--- src/rtl/apb_event_arbiter_if.sv ---
// APB requester-side signal bundle for the event arbiter.
// Handshake: a transfer is offered while psel_o=1; it completes on the first clk edge where psel_o, penable_o and pready_i are all 1.
interface apb_event_arbiter_if;
  logic        psel_o;
  logic        penable_o;
  logic        pwrite_o;
  logic [31:0] paddr_o;
  logic [31:0] pwdata_o;
  logic        pready_i;

  modport master (
    output psel_o, penable_o, pwrite_o, paddr_o, pwdata_o,
    input  pready_i
  );

  modport slave (
    input  psel_o, penable_o, pwrite_o, paddr_o, pwdata_o,
    output pready_i
  );
endinterface

--- src/rtl/apb_event_arbiter.sv ---
// Turns rising edges on four event lines into round-robin APB writes of a
// per-source sequence word, with sticky overflow flags for lost events.
module apb_event_arbiter #(
  parameter logic [31:0] BASE_ADDR = 32'h0000_1000
) (
  input  logic                       clk,
  input  logic                       reset,
  input  logic [3:0]                 req_i,
  apb_event_arbiter_if.master        apb,
  output logic [3:0]                 grant_o,
  output logic [3:0]                 pending_o,
  output logic [3:0]                 overflow_o,
  output logic [1:0]                 dbg_state
);

  typedef enum logic [1:0] {
    IDLE   = 2'd0,
    SETUP  = 2'd1,
    ACCESS = 2'd2
  } state_t;

  state_t      state;
  state_t      next_state;
  logic [3:0]  req_q;
  logic [3:0]  evt;
  logic [3:0]  pending;
  logic [3:0]  pending_next;
  logic [3:0]  overflow;
  logic [3:0]  grant;
  logic [3:0]  clr;
  logic [1:0]  owner;
  logic [1:0]  rr_ptr;
  logic [1:0]  winner;
  logic [1:0]  cand;
  logic        found;
  logic        complete;
  logic [7:0]  seq [4];

  assign evt      = req_i & ~req_q;
  assign complete = (state == ACCESS) && apb.pready_i;
  assign clr      = complete ? (4'b0001 << owner) : 4'b0000;
  // A fresh event on the completing source re-arms it rather than being lost.
  assign pending_next = evt | (pending & ~clr);

  always_comb begin
    winner = rr_ptr;
    found  = 1'b0;
    cand   = rr_ptr;
    for (int k = 0; k < 4; k++) begin
      cand = rr_ptr + 2'(k);
      if (!found && pending[cand]) begin
        winner = cand;
        found  = 1'b1;
      end
    end
  end

  always_ff @(posedge clk) begin
    if (reset) state <= IDLE;
    else       state <= next_state;
  end

  always_comb begin
    next_state = state;
    case (state)
      IDLE:    if (|pending) next_state = SETUP;
      SETUP:   next_state = ACCESS;
      ACCESS:  if (apb.pready_i) next_state = IDLE;
      default: next_state = IDLE;
    endcase
  end

  // req_q tracks req_i even in reset so a line held high never looks like a new edge.
  always_ff @(posedge clk) begin
    req_q <= req_i;
    if (reset) begin
      pending  <= '0;
      overflow <= '0;
      grant    <= '0;
      owner    <= '0;
      rr_ptr   <= '0;
      for (int i = 0; i < 4; i++) seq[i] <= '0;
    end else begin
      pending  <= pending_next;
      overflow <= overflow | (evt & pending & ~clr);
      if (state == IDLE && |pending) begin
        grant <= 4'b0001 << winner;
        owner <= winner;
      end
      if (complete) begin
        seq[owner] <= seq[owner] + 8'd1;
        rr_ptr     <= owner + 2'd1;
        grant      <= '0;
      end
    end
  end

  always_comb begin
    apb.psel_o    = 1'b0;
    apb.penable_o = 1'b0;
    apb.pwrite_o  = 1'b0;
    apb.paddr_o   = '0;
    apb.pwdata_o  = '0;
    if (state == SETUP || state == ACCESS) begin
      apb.psel_o    = 1'b1;
      apb.penable_o = (state == ACCESS);
      apb.pwrite_o  = 1'b1;
      apb.paddr_o   = BASE_ADDR + {28'h0, owner, 2'b00};
      apb.pwdata_o  = {16'h0, seq[owner], 6'h0, owner};
    end
  end

  assign grant_o    = grant;
  assign pending_o  = pending;
  assign overflow_o = overflow;
  assign dbg_state  = state;

endmodule

--- src/flat_wrapper.sv ---
// flat-port wrapper written by rule: the top's interface ports become plain ports
module apb_event_arbiter_flat 
#(
  parameter logic [31:0] BASE_ADDR = 32'h0000_1000
)
  (clk, reset, req_i, grant_o, pending_o, overflow_o, dbg_state, apb_psel_o, apb_penable_o, apb_pwrite_o, apb_paddr_o, apb_pwdata_o, apb_pready_i);
  apb_event_arbiter_if apb_i ();
  input  logic clk;
  input  logic reset;
  input  logic [3:0] req_i;
  output logic [3:0] grant_o;
  output logic [3:0] pending_o;
  output logic [3:0] overflow_o;
  output logic [1:0] dbg_state;
  output wire logic [$bits(apb_i.psel_o)-1:0] apb_psel_o;
  output wire logic [$bits(apb_i.penable_o)-1:0] apb_penable_o;
  output wire logic [$bits(apb_i.pwrite_o)-1:0] apb_pwrite_o;
  output wire logic [$bits(apb_i.paddr_o)-1:0] apb_paddr_o;
  output wire logic [$bits(apb_i.pwdata_o)-1:0] apb_pwdata_o;
  input wire logic [$bits(apb_i.pready_i)-1:0] apb_pready_i;
  assign apb_psel_o = apb_i.psel_o;
  assign apb_penable_o = apb_i.penable_o;
  assign apb_pwrite_o = apb_i.pwrite_o;
  assign apb_paddr_o = apb_i.paddr_o;
  assign apb_pwdata_o = apb_i.pwdata_o;
  assign apb_i.pready_i = apb_pready_i;
  apb_event_arbiter #(.BASE_ADDR(BASE_ADDR)) u_core (.clk(clk), .reset(reset), .req_i(req_i), .apb(apb_i), .grant_o(grant_o), .pending_o(pending_o), .overflow_o(overflow_o), .dbg_state(dbg_state));
endmodule
--- config.mk ---
export PLATFORM = sky130hd
export DESIGN_NAME = apb_event_arbiter_flat
export DESIGN_NICKNAME = d
export VERILOG_FILES = /design/src/rtl/apb_event_arbiter_if.sv /design/src/rtl/apb_event_arbiter.sv /design/src/flat_wrapper.sv
export SDC_FILE = /design/constraint.sdc
export NUM_CORES = 1
export LEC_CHECK = 0
export BUFFER_PORTS_ARGS = -buffer_cell sky130_fd_sc_hd__buf_4
export CAP_MARGIN = 20
export CORE_MARGIN = 10
export CORE_UTILIZATION = 45
export CTS_CLUSTER_DIAMETER = 100
export DETAILED_ROUTE_END_ITERATION = 8
export PLACE_DENSITY = 0.78
export SYNTH_ARGS = -nofsm -noshare
export SYNTH_HDL_FRONTEND = slang
export SYNTH_SLANG_ARGS = --single-unit
export TNS_END_PERCENT = 10
--- constraint.sdc ---
create_clock -name clk -period 6.9 [get_ports clk]
set_input_delay 1.725 -clock clk [delete_from_list [all_inputs] [get_ports clk]]
set_output_delay 1.725 -clock clk [all_outputs]
set_load 0.01 [all_outputs]
==> results of run 1 <==
==> cell families (layout without fill, tap and decap cells) <==
kind of cell / Yosys count / count (layout) / share of synthesized area (%)
compound gates: 26 / 26 / 5.45
xor+xnor: 6 / 6 / 1.76
fa+ha+maj: 10 / 10 / 4.19
buf+inv: 72 / 52 / 16.5
flops: 56 / 56 / 48.3
mux: 10 / 10 / 7.33
other cells: 1 / 51 / 0.126
simple gates: 103 / 103 / 16.4
==> final timing paths <==
| path | end | from | cells after the start |
|---|---|---|---|
| worst min-delay path | u_core.grant_o[2] | u_core.grant_o[2] | 2 |
| worst max-delay path | apb_pwdata_o[8] | flop | 3 |
| worst max register to register | u_core.seq[2][7] | u_core.dbg_state[0] | 6 |
| worst min register to register | u_core.grant_o[2] | u_core.grant_o[2] | 2 |
==> worst reg2reg max path: cells and delay by family (launching register included) <==
kind,cells,cell delay [ns]
buf+inv,1,0.15
fa+ha+maj,1,0.21
flops,1,0.33
simple gates,4,1.46
==> stage by stage <==
stage	instance area, µm²	hold WS, ns	power (µW)	utilization (%)	worst slack, ns
2_1_floorplan	3170	0.476	548	-	3.57
3_3_place_gp	3080	0.446	587	48.2	3.42
3_5_place_dp	3080	0.453	593	48.2	3.32
4_1_cts	3190	0.466	800	49.9	3.15
5_1_grt	3190	0.500	836	49.9	3.10
6_report	3190	0.458	790	49.9	3.17
==> cell usage after synthesis (4+ instances only) <==
master and n:
clkbuf_1 7, mux4_1 5, xor2_1 6, nor2_1 45, o21ba_2 4, buf_4 55
o21ai_0 4, and2_1 10, a21oi_1 15, dfxtp_1 24, edfxtp_1 32, inv_1 8
nand2b_1 11, nand2_1 20, ha_1 10
==> layout make-up <==
cell class	instances	area share [%]
Sequential cell	56	45.2
Multi-Input combinational cell	206	38.9
Timing Repair Buffer	36	8.48
Tap cell	77	3.02
Clock buffer	6	2.28
Clock inverter	2	1.10
Inverter	8	0.943
==> report_power, final <==
part | switching, µW | internal, µW
Clock | 98.3 | 107
Combinational | 113 | 81.0
Sequential | 17.4 | 373
==> per-layer routing <==
layer | global-route usage [%] | up-vias | share of wire [%]
met4 | 4.18 | 0 | 1.7
met2 | 17.9 | 77 | 47
met5 | 0 | - | 0
li1 | - | 903 | -
met3 | 3.00 | 8 | 9.9
met1 | 13.2 | 890 | 41
==> registers in the layout, summed over array words and instances, names as in the netlist, named ones only <==
| name | count |
|---|---|
| u_core.dbg_state | 2 |
| u_core.seq | 32 |
| u_core.overflow_o | 4 |
| u_core.grant_o | 4 |
| u_core.owner | 2 |
| u_core.req_q | 4 |
| u_core.pending_o | 4 |
| u_core.rr_ptr | 2 |
==> flow_summary.yaml, run 1 <==
status:
  status: "finished clean"
synthesis:
  synth-async-reset-ratio_pct: 0
  ys_seq_area_share_pct: 48.3
  netlist_top_cells_area: "edfxtp_1 (32%), dfxtp_1 (16%), buf_4 (14%)"
  synthFlopType: "edfxtp_1"
  synth.distinct_cells: 31
  synthCells: 284
  ys_seq_elements: 56
  yosysTopAreaCell: "edfxtp_1"
  avgSynthCellArea_um2: 10.5
  yosysWarnings: 0
  syn_area_um2: 2990
  yosysTopAreaCellShare_pct: 32.2
  synth_edf_count: 32
cells_and_area:
  regArea_um2: 1440
  finalNonFillerCells: 391
  multiInputGateArea_um2: 1240
  n_antenna_cell: 0
  most-common-layout-cells: "conb_1 (51), nor2_1 (45), buf_4 (36)"
  final_common_cell: "conb_1"
  fillers: 604
  final_nets: 330
  drive_gt1_share_pct: 17.8
  area_delta_synth_final_pct: 6.71
routing:
  dr.pass1.iters: 4
  drt_iter0_drc: 143
  vias_per_cell: 4.80
  vias: 1878
  drt-total-wl_um: 5800
  wl_per_cell_um: 14.8
  drc_errors: 0
  drtAntennaViolNets: 0
power:
  ir_worst_vdd_mv: 0.114
  power.density_nw_per_um2: 248
  p_leak_uw: 0.00136
job:
  max-cap-violations: 0
floorplan:
  start_util_pct: 46.7
  dieHeight_um: 101
  rows: 29
  fp.dieArea_um2: 10300
  dieWidth_um: 101
  design.core.area_um2: 6390
  ios: 88
clocking:
  clock_latency_ns: 0.31
  clk_pin_slew_ns: 0.09
  cts_sinks: 56
  numCtsBuffers: 5
  h-tree-depth: 2
  cts_setup_buffers: 0
  holdBufCountCts: 0
  post_cts_resized: 0
  root_buffer: "clkbuf_8"
  clock_path_buffers: 2
  cts_tree: "built"
timing:
  setup-violations-final: 0
  tightestPinTransition_ns: 0.564
  finClkSkew_ns: 0.0123
  max_freq_mhz: 268
  fin_tns_setup_ns: 0
  layout_min_cycle_time_ns: 3.73
  hold_violations: 0
  drv_slew: 0
  rsz0062_at_grt: "false"
  max_slew_margin_pct: 62.0
  fin_crit_sh_pct: 54.1
place:
  hpwl_um: 4460
  io_buffers: 36
  place_inst: 383
  globalplace.congestion: 0.868
setup_path:
  crit_path_start_kind: "flop"
  cp_slowest_stage_delay_ns: 0.69
  path_buf_inv: 1
  cp_slowest_cell: "mux4_2"
  r2r_slack_ns: 4.41
  crit_chain: "mux4_2 > and2_2 > buf_4"
  crit_fanout: 9
  required_ns: 5.18
  cp_top_family: "multiplexers"
  cp.arrival_ns: 2.01
  end_kind: "output port"
  critPathKind: "reg2out"
grt:
  grt_use_total_pct: 10.9
  grt_max_degree: 21
  grt_pass1_vias: 1781
  antenna_found_initial: 0
  grt_pass1_wl_um: 8980
  grt-ovfl-total: 0
worst_hold_path:
  worst_hold_path_type: "reg2reg"
Note: power is estimated with default switching activity, not from simulation.
==> run 2: changes to the inputs <==
Clock period 6.9 ns to 3.6 ns, I/O delays scaled along.
==> run 2 against run 1 <==
Compared with the run above: via count down 0.32%; power up 92%; clock power up 95%; sequential power up 92%; critical endpoint unchanged; largest power group unchanged.
==> flow_summary.yaml, run 2 (synthesized netlist as in run 1, its figures left out) <==
status:
  status: "finished clean"
timing:
  tightestPinTransition_ns: 0.557
  hold_violations: 0
  finClkSkew_ns: 0.0211
  max_slew_margin_pct: 62.5
  layout_min_cycle_time_ns: 2.92
  max_freq_mhz: 343
  rsz0062_at_grt: "false"
  fin_tns_setup_ns: 0
  fin_crit_sh_pct: 81.1
  drv_slew: 0
  setup-violations-final: 0
routing:
  vias_per_cell: 4.79
  wl_per_cell_um: 15.2
  drc_errors: 0
  vias: 1872
  drtAntennaViolNets: 0
  drt_iter0_drc: 168
  drt-total-wl_um: 5960
  dr.pass1.iters: 4
worst_hold_path:
  hp-start: "u_core.grant_o[0]"
  worst_hold_path_type: "reg2reg"
  min_delay_path_depth: 2
  hold_path_end: "u_core.grant_o[0]"
setup_path:
  r2r_start: "u_core.dbg_state[0]"
  path_buf_inv: 1
  critPathKind: "reg2out"
  cp_top_family: "multiplexers"
  cp_slowest_stage_delay_ns: 0.69
  end_kind: "output port"
  reg2reg_to: "u_core.seq[2][7]"
  cp.arrival_ns: 2.02
  crit_fanout: 9
  crit_chain: "mux4_2 > and2_2 > buf_4"
  r2r_slack_ns: 1.03
  cp_slowest_cell: "mux4_2"
  reg2reg_depth: 6
  crit_path_start_kind: "flop"
  required_ns: 2.70
place:
  io_buffers: 36
  globalplace.congestion: 0.870
  hpwl_um: 4600
cells_and_area:
  largest_register: "u_core.seq"
  most-common-layout-cells: "conb_1 (51), nor2_1 (45), buf_4 (36)"
  n_antenna_cell: 0
  final_common_cell: "conb_1"
  drive_gt1_share_pct: 17.5
  area_delta_synth_final_pct: 6.66
  final_nets: 330
  fillers: 587
  largest_register_ffs: 32
floorplan:
  rows: 29
  ios: 88
  start_util_pct: 46.7
  dieWidth_um: 101
  design.core.area_um2: 6390
  dieHeight_um: 101
  fp.dieArea_um2: 10300
clocking:
  root_buffer: "clkbuf_8"
  h-tree-depth: 2
  post_cts_resized: 0
  cts_tree: "built"
  cts_sinks: 56
  numCtsBuffers: 5
  clock_path_buffers: 2
  clock_latency_ns: 0.32
  clk_pin_slew_ns: 0.09
  holdBufCountCts: 0
  cts_setup_buffers: 0
grt:
  antenna_found_initial: 0
  grt_pass1_wl_um: 9360
  grt_pass1_vias: 1823
  grt_max_degree: 21
  grt_use_total_pct: 11.4
  grt-ovfl-total: 0
power:
  power_uw: 1520
  p_leak_uw: 0.00137
  ir_worst_vdd_mv: 0.328
  power.density_nw_per_um2: 477
job:
  max-cap-violations: 0
[run 2: worst max path at each step]
| stage | from | to | slack (ns) | cells past startpoint |
|---|---|---|---|---|
| 2_1_floorplan | apb_pready_i | u_core.seq[2][0] | 1.10 | 7 |
| 3_3_place_gp | apb_pready_i | u_core.seq[2][4] | 0.94 | 5 |
| 3_5_place_dp | apb_pready_i | u_core.seq[2][0] | 0.84 | 5 |
| 4_1_cts | flop | apb_pwdata_o[8] | 0.66 | 3 |
| 5_1_grt | flop | apb_pwdata_o[8] | 0.60 | 3 |
| 6_report | flop | apb_pwdata_o[8] | 0.68 | 3 |
[run 2: cell type report]
cell class                 instances  area, µm²  share of cell area (%)
clock buffer                       5       68.8                    2.16
clock inverter                     3       37.5                    1.18
inverter                           8       30.0                   0.943
multi-input combinational        206       1240                    38.9
sequential                        56       1440                    45.3
tap                               77       96.3                    3.03
timing repair buffer              36        270                    8.49
[run 2: worst register-to-register path, cell delays in order, from the launching register on]
cell	delay (ns)
dfxtp_1	0.34
inv_1	0.16
ha_1	0.22
and2_1	0.28
nand2b_1	0.28
or3_1	0.55
nand2b_1	0.40
[run 2: per-stage QoR]
stage | worst slack [ns] | cells | utilization (%) | hold WS, ns | area, µm²
after floorplan | 1.10 | 334 | - | 0.476 | 3170
after global placement | 0.940 | 383 | 48.2 | 0.446 | 3080
after detailed placement | 0.841 | 383 | 48.2 | 0.451 | 3080
after CTS | 0.658 | 391 | 49.9 | 0.465 | 3180
after global routing | 0.595 | 391 | 49.9 | 0.503 | 3180
final | 0.682 | 391 | 49.9 | 0.461 | 3180
[run 2: power breakdown]
part           switching, µW  internal (µW)  total [µW]
Clock                    198            203         401
Combinational            215            155         370
Sequential              34.0            715         749
Total                    446           1070        1520
[run 2: metal layers]
layer	wire, µm	global-route usage, %	part of all wire [%]	up-vias
met1	2430	13.5	41	885
met2	2860	18.6	48	73
met4	133	5.89	2.2	0
met5	0	0	0	-
li1	-	-	-	904
met3	541	3.00	9.1	10
